[src/rtl/tbec_pkg.sv]
// Shared types and constants for the TBEC background scrubber.
package tbec_pkg;

  localparam int ADDR_W_DEF = 8;
  localparam int DATA_W_DEF = 16;
  localparam int CNT_W      = 16;

  typedef enum logic [2:0] {
    IDLE,
    WAIT,
    READ,
    CHECK,
    WRITE,
    NEXT,
    HOST
  } state_t;

  localparam logic [1:0] ERR_NONE   = 2'b00;
  localparam logic [1:0] ERR_CORR   = 2'b01;
  localparam logic [1:0] ERR_UNCORR = 2'b10;
  localparam logic [1:0] ERR_RSVD   = 2'b11;

endpackage

[src/rtl/tbec_sat_cnt.sv]
// 16-bit event counter that sticks at all-ones instead of wrapping.
module tbec_sat_cnt
  import tbec_pkg::*;
(
  input  logic             tbec_clk,
  input  logic             rst,
  input  logic             inc,
  output logic [CNT_W-1:0] cnt
);

  logic [CNT_W-1:0] cnt_reg;

  always_ff @(posedge tbec_clk) begin
    if (rst) begin
      cnt_reg <= '0;
    end else if (inc && (cnt_reg != '1)) begin
      cnt_reg <= cnt_reg + 1'b1;
    end
  end

  assign cnt = cnt_reg;

endmodule

[src/rtl/tbec_scrubber.sv]
// Background memory scrubber: walks every address, writes back corrected words,
// logs uncorrectable ones, and yields the memory path to the host between scrubs.
module tbec_scrubber
  import tbec_pkg::*;
#(
  parameter int ADDR_W  = ADDR_W_DEF,
  parameter int DATA_W  = DATA_W_DEF,
  parameter int RD_LAT  = 2,
  parameter int WR_HOLD = 2
) (
  input  logic              tbec_clk,
  input  logic              rst,
  input  logic              scrub_en,
  input  logic [15:0]       interval,
  input  logic              host_req,
  output logic              host_gnt,
  output logic [ADDR_W-1:0] mem_addr,
  output logic [DATA_W-1:0] mem_data,
  output logic              mem_we,
  input  logic [DATA_W-1:0] mem_rd_data,
  input  logic [1:0]        mem_err,
  output logic [15:0]       corr_cnt,
  output logic [15:0]       uncorr_cnt,
  output logic [ADDR_W-1:0] last_uncorr_addr,
  output logic              pass_done,
  output logic              busy
);

  localparam logic [15:0] RD_LOAD = 16'(RD_LAT - 1);
  localparam logic [15:0] WR_LOAD = 16'(WR_HOLD - 1);

  state_t            state_reg, state_next;
  logic [15:0]       tmr_reg, tmr_next;
  logic [ADDR_W-1:0] addr_reg, addr_next;
  logic [ADDR_W-1:0] uaddr_reg, uaddr_next;
  logic [DATA_W-1:0] data_reg, data_next;
  logic              pass_reg, pass_next;
  logic              corr_inc, uncorr_inc;

  always_ff @(posedge tbec_clk) begin
    if (rst) begin
      state_reg <= IDLE;
      tmr_reg   <= '0;
      addr_reg  <= '0;
      uaddr_reg <= '0;
      data_reg  <= '0;
      pass_reg  <= 1'b0;
    end else begin
      state_reg <= state_next;
      tmr_reg   <= tmr_next;
      addr_reg  <= addr_next;
      uaddr_reg <= uaddr_next;
      data_reg  <= data_next;
      pass_reg  <= pass_next;
    end
  end

  always_comb begin
    state_next = state_reg;
    tmr_next   = tmr_reg;
    addr_next  = addr_reg;
    uaddr_next = uaddr_reg;
    data_next  = data_reg;
    pass_next  = 1'b0;
    corr_inc   = 1'b0;
    uncorr_inc = 1'b0;
    case (state_reg)
      IDLE: begin
        if (host_req) begin
          state_next = HOST;
        end else if (scrub_en) begin
          state_next = WAIT;
          tmr_next   = interval;
        end
      end
      // A load of N gives N idle cycles; 0 and 1 both leave after one cycle.
      WAIT: begin
        if (host_req) begin
          state_next = HOST;
        end else if (!scrub_en) begin
          state_next = IDLE;
        end else if (tmr_reg <= 16'd1) begin
          state_next = READ;
          tmr_next   = RD_LOAD;
        end else begin
          tmr_next = tmr_reg - 16'd1;
        end
      end
      READ: begin
        if (tmr_reg == 16'd0) begin
          state_next = CHECK;
        end else begin
          tmr_next = tmr_reg - 16'd1;
        end
      end
      CHECK: begin
        case (mem_err)
          ERR_NONE: state_next = NEXT;
          ERR_CORR: begin
            corr_inc   = 1'b1;
            data_next  = mem_rd_data;
            tmr_next   = WR_LOAD;
            state_next = WRITE;
          end
          ERR_UNCORR, ERR_RSVD: begin
            uncorr_inc = 1'b1;
            uaddr_next = addr_reg;
            state_next = NEXT;
          end
        endcase
      end
      WRITE: begin
        if (tmr_reg == 16'd0) begin
          state_next = NEXT;
        end else begin
          tmr_next = tmr_reg - 16'd1;
        end
      end
      NEXT: begin
        addr_next = addr_reg + 1'b1;
        pass_next = &addr_reg;
        if (scrub_en) begin
          state_next = WAIT;
          tmr_next   = interval;
        end else begin
          state_next = IDLE;
        end
      end
      HOST: begin
        if (!host_req) begin
          if (scrub_en) begin
            state_next = WAIT;
            tmr_next   = interval;
          end else begin
            state_next = IDLE;
          end
        end
      end
      default: state_next = IDLE;
    endcase
  end

  tbec_sat_cnt u_corr_cnt (
    .tbec_clk (tbec_clk),
    .rst      (rst),
    .inc      (corr_inc),
    .cnt      (corr_cnt)
  );

  tbec_sat_cnt u_uncorr_cnt (
    .tbec_clk (tbec_clk),
    .rst      (rst),
    .inc      (uncorr_inc),
    .cnt      (uncorr_cnt)
  );

  // Grant is visible in the same cycle the request is accepted in IDLE/WAIT.
  assign host_gnt = !rst && ((state_reg == HOST) ||
                    (host_req && ((state_reg == IDLE) || (state_reg == WAIT))));

  assign mem_we           = (state_reg == WRITE);
  assign busy             = (state_reg != IDLE);
  assign mem_addr         = addr_reg;
  assign mem_data         = data_reg;
  assign last_uncorr_addr = uaddr_reg;
  assign pass_done        = pass_reg;

endmodule

[config.mk]
export PLATFORM = sky130hd
export DESIGN_NAME = tbec_scrubber
export DESIGN_NICKNAME = d
export VERILOG_FILES = /design/src/rtl/tbec_pkg.sv /design/src/rtl/tbec_sat_cnt.sv /design/src/rtl/tbec_scrubber.sv
export SDC_FILE = /design/constraint.sdc
export NUM_CORES = 1
export LEC_CHECK = 0
export CORE_MARGIN = 3
export CORE_UTILIZATION = 45
export DETAILED_ROUTE_END_ITERATION = 8
export PLACE_DENSITY = 0.74
export SLEW_MARGIN = 10
export SYNTH_ARGS = -nofsm -noshare
export SYNTH_HDL_FRONTEND = slang
export SYNTH_HIERARCHICAL = 1
export SYNTH_SLANG_ARGS = --single-unit
[constraint.sdc]
create_clock -name tbec_clk -period 4.4 [get_ports tbec_clk]
set_input_delay 0.88 -clock tbec_clk [delete_from_list [all_inputs] [get_ports tbec_clk]]
set_output_delay 0.88 -clock tbec_clk [all_outputs]
set_load 0.03 [all_outputs]
# After elaboration in Yosys (flattened, before gate mapping)
# Index checks and enable logic that the tools add are counted.
[classes] addsub=4 multipliers=0 div=0 magnitude_cmp=1 n_eq_ne=21 shift=0 muxes=23 n_bitwise=1 n_reduce_logical=22
[op_table] op="$mux W16" n=7
[op_table] op="$pmux W16 S5" n=1
[op_table] op="$add A16 B1 Y16 const B" n=2
[op_table] op="$ne A16 B16 Y1 const B" n=2
[op_table] op="$mux W3" n=8
[op_table] op="$pmux W3 S7" n=1
[op_table] op="$le A16 B1 Y1 const B" n=1
[op_table] op="$logic_not A16 Y1" n=1
[op_table] op="$sub A16 B1 Y16 const B" n=1
[op_table] op="$ne A2 B2 Y1 const B" n=7
[op_table] op="$eq A3 B3 Y1 const B" n=3
[op_table] op="$add A8 B1 Y8 const B" n=1
[op_table] op="$reduce_and A8 Y1" n=1
[op_table] op="$reduce_or A2 Y1" n=4
[op_table] op="$eq A3 B2 Y1 const B" n=2
[op_table] op="$pmux W3 S2" n=1
[op_table] op="$reduce_and A6 Y1" n=1
[op_table] op="$mux W1" n=5
[op_table] op="$reduce_and A5 Y1" n=1
[op_table] op="$reduce_bool A5 Y1" n=1
[op_table] op="$eq A2 B2 Y1 const B" n=2
[op_table] op="$logic_and A1 B1 Y1" n=4
[op_table] op="$ne A4 B4 Y1 const B" n=1
[op_table] op="$reduce_and A2 Y1" n=2
[op_table] op="11 further kinds" n=12
[word_totals] reg_bits=84 latch_bits=0 ram_bits=0 romBits=0 input_bits=38 wordCells=80 n_memories=0

# Logic depth before layout (Yosys ltp)
[depth] ltp_word=5 mapped_depth=10 ltp_nobuf=8

# Modules after synthesis
# Netlist, hierarchy kept.
[modules_own_cells] mod="tbec_scrubber" n_inst=1 cells_per_inst=349 area_per_inst_um2=2712.6 seq_area_each_um2=1041.0
[modules_own_cells] mod="tbec_sat_cnt" n_inst=2 cells_per_inst=99 area_per_inst_um2=848.3 seq_area_each_um2=320.3

# Worst setup path before layout
# OpenSTA, ideal clock, no wires.
[synth_timing] kind="input to register" from="input mem_err[1]" to="register u_corr_cnt.cnt_reg[9], in the netlist u_corr_cnt/cnt[9]" setup_ps=70 t_arrival_ps=2741 slack_ps=1589 cell_stages=9 n_path_buf=3 path_cell_list="nand2b_1 -> or3_1 -> clkbuf_1 -> clkinv_1 -> buf_2 -> nand2_1 -> clkbuf_1 -> or4_1 -> a21oi_1"
[synth_between] elab_chain_len=4
[synth_rtl] element="start, declared" line="tbec_scrubber.sv:21" rtl="input logic [1:0] mem_err,"
[synth_rtl] element="$eq A2 B1 Y1" line="tbec_scrubber.sv:97" rtl="case (mem_err)"
[synth_rtl] element="$mux W1" line="tbec_scrubber.sv:97"
[synth_rtl] element="$mux W1" line="tbec_scrubber.sv:67" rtl="case (state_reg)"
[synth_rtl] element="net corr_inc" line="tbec_scrubber.sv:38" rtl="logic corr_inc, uncorr_inc;"
[synth_rtl] element="$logic_and A1 B1 Y1" line="tbec_sat_cnt.sv:16" rtl="end else if (inc && (cnt_reg != '1)) begin"
[synth_rtl] element="end signal, assigned" line="tbec_sat_cnt.sv:17" rtl="cnt_reg <= cnt_reg + 1'b1;"
[synth_rtl] element="end, declared" line="tbec_sat_cnt.sv:11" rtl="logic [CNT_W-1:0] cnt_reg;"
# The timed path passes the listed nets, and every way through them passes these cells.
# A chain may end at the register's enable or synchronous reset.

# Worst setup path after layout
[layout_timing] from="input host_req" to="output host_gnt"
[layout_between] elab_chain_len=3
[layout_rtl] element="start, declared" line="tbec_scrubber.sv:15" rtl="input logic host_req,"
[layout_rtl] element="$logic_and A1 B1 Y1" line="tbec_scrubber.sv:159" rtl="(host_req && ((state_reg == IDLE) || (state_reg == WAIT))));"
[layout_rtl] element="$logic_or A1 B1 Y1" line="tbec_scrubber.sv:158" rtl="assign host_gnt = !rst && ((state_reg == HOST) ||"
[layout_rtl] element="$logic_and A1 B1 Y1" line="tbec_scrubber.sv:158"
[layout_rtl] element="end, declared" line="tbec_scrubber.sv:16" rtl="output logic host_gnt,"
# No other way between the ends.

==> qor.txt <==
outcome = completed
initial antenna violation count = 0
Total GRT Usage = 21.6%
vias in the first global route = 4137
area added between synthesis and finish = 29.2%
Final GP Congestion = 0.875
most frequent CP cell = clkdlybuf4s50_1
clk root buf = clkbuf_8
count of final setup violators = 0
Synth top area share = 38.1%
synth unique cells = 61
Max IR drop VDD = 0.221 mV
Clock Latency Late Sink = 360 ps
# DRC = 0
Setup Skew = 17.8 ps
die area = 0.0110 mm²
1st-iter DRT viols = 220
Antenna diodes = 0
die height = 105 µm
initial core utilization = 47.0%
commonest non-fill, non-tap cell in the layout = clkdlybuf4s50_1
critical path endpoint category = output pin
CTS tree = built
first-pass GRT wire length = 20000 µm
DR WL/cell = 15.5 µm
clock sinks = 84
DRT antenna net count = 0
routed vias = 4386
synthesized net count = 590
worst rel slew slack = 19.9%
final core utilization = 60.8%
yosys warns = 6
largest net degree at the start of global routing = 72
Area contributors post-synth = dfxtp_1 38%, a21oi_1 6.8%, nand2_1 6.6%
Setup TNS = 0 ps
hpwl dp = 8320 µm
top-level port count = 106
Core Rows = 35
#FFs+latches synth = 84
H-tree depth = 3
Hold Fails Final Rpt = 0
RSZ-0062 raised after global routing = false
instance count of the mapped netlist = 547
Worst path max stage delay = 670 ps
Place WS = 915 ps
CP Max Fanout = 8
Post-CTS Setup Repair Bufs = 0
layout cell share with drive strength beyond 1 = 6.39%
Least-Margin Pin Slew = 1190 ps
power per cell area = 473 mW/mm²
class of the most critical setup path = in2out
synthesized area per cell = 8.06 µm²
Synth Cell Area = 0.00441 mm²
first-pass detailed-route iteration total = 6
IO buf count = 105
Die X = 105 µm
final WL = 11900 µm
most frequent cells in the layout = 104 x clkdlybuf4s50_1, 84 x dfxtp_1, 78 x nand2_1, 60 x a21oi_1, 44 x nor2_1
vias per inst = 5.69
CTS resizes = 0
CP Data Arrival Time = 2590 ps
Num CTS Buffers = 9
grt ovf = 0
fin crit period = 3470 ps
leakage = 1.86 nW
Critical Path RT = 3520 ps
clock slew at reported path FFs = 100 ps
Hold-fix buffers, CTS = 0
sequential element share of the synthesized area = 38.1%
HP Class = reg2reg
Max-Cap Viols = 0
ys async rst share = 0%
part of the cycle the worst path needs = 78.8%
Slowest-stage cell, CP = clkdlybuf4s50_1
final net count = 680
final worst slack = 932 ps
Primary FF master, synth = dfxtp_1
Max Fclk = 0.288 GHz
worst path cell trace = clkdlybuf4s50_1 > nor2b_1 > mux2i_1 > nor2_1 > clkdlybuf4s50_1
Critical Path Source Type = input port
CTS Buffer Depth = 2
Slew Viols, Final = 0
core area = 0.00937 mm²
Synth area leader = dfxtp_1
EDFF count, synth = 0
==> metrics by stage <==
stage	total power, W	std cells	hold slack, ps	area [µm²]
CTS	0.00269	771	461	5700
floorplan	0.00189	547	453	4410
detailed placement	0.00212	755	449	5490
finish	0.00269	771	460	5700
global placement	0.00209	755	442	5490
global route	0.00287	771	491	5700
==> cells in the mapped netlist (all sizes together), types with 4 or more instances <==
cell type	instances
nor3	21
nor2b	7
or4	17
a32oi	5
nor2	47
and3	4
clkbuf	14
xor2	6
nand4	12
o21a	4
buf	14
nand3	18
inv	19
o31ai	13
and4	8
mux2i	4
dfxtp	84
or3	10
o32ai	6
a211oi	5
a21oi	61
nor4	10
o21ai	18
a221oi	6
ha	5
nand2b	4
xnor2	9
a31oi	6
nand2	81
==> routing by layer <==
layer  up-vias  track usage (%)  wire [µm]
met5         -                0          0
met1      2050             27.8       5190
met3         8             6.36       1000
met4         0             5.90         89
met2       144             35.3       5660
li1       2184                -          -
==> path summary, 6_finish.rpt <==
path                start            endpoint  slack [ps]  cells after the start
max              host_req            host_gnt         930                      5
max reg2reg  state_reg[0]  u_corr_cnt/cnt[11]        1530                      6
min reg2reg  mem_data[15]        mem_data[15]         460                      2
min          mem_data[15]        mem_data[15]         460                      2
==> critical path: cells and delay by family <==
family                 cells  cell delay (ps)
buffers and inverters      2             1290
multiplexers               1              100
AND/OR/NAND/NOR            2              310
==> power breakdown <==
part / internal, W / switching, W / leakage (nW)
Clock: 0.000271 / 0.000301 / 0.103
Combinational: 0.000438 / 0.000693 / 1.08
Sequential: 0.000846 / 0.000142 / 0.680
Total: 0.00156 / 0.00114 / 1.86
==> final cells by class <==
class / instances / area [µm²]
fill: 875 / 3680
clock buffer: 9 / 124
sequential: 84 / 1680
tap: 129 / 161
clock inverter: 7 / 80.1
timing repair buffer: 107 / 1060
inverter: 22 / 82.6
multi-input combinational: 413 / 2500
==> cells by family after synthesis <==
group / after synthesis / synth area share [%]
AO/OA/AOI/OAI: 140 / 20.4
XOR/XNOR: 15 / 3.15
adder cells (fa/ha/maj): 5 / 1.42
buffers and inverters: 50 / 5.05
flip-flops: 84 / 38.1
multiplexers: 6 / 1.42
AND/OR/NAND/NOR: 247 / 30.4
(Power assumes the default switching activity.)
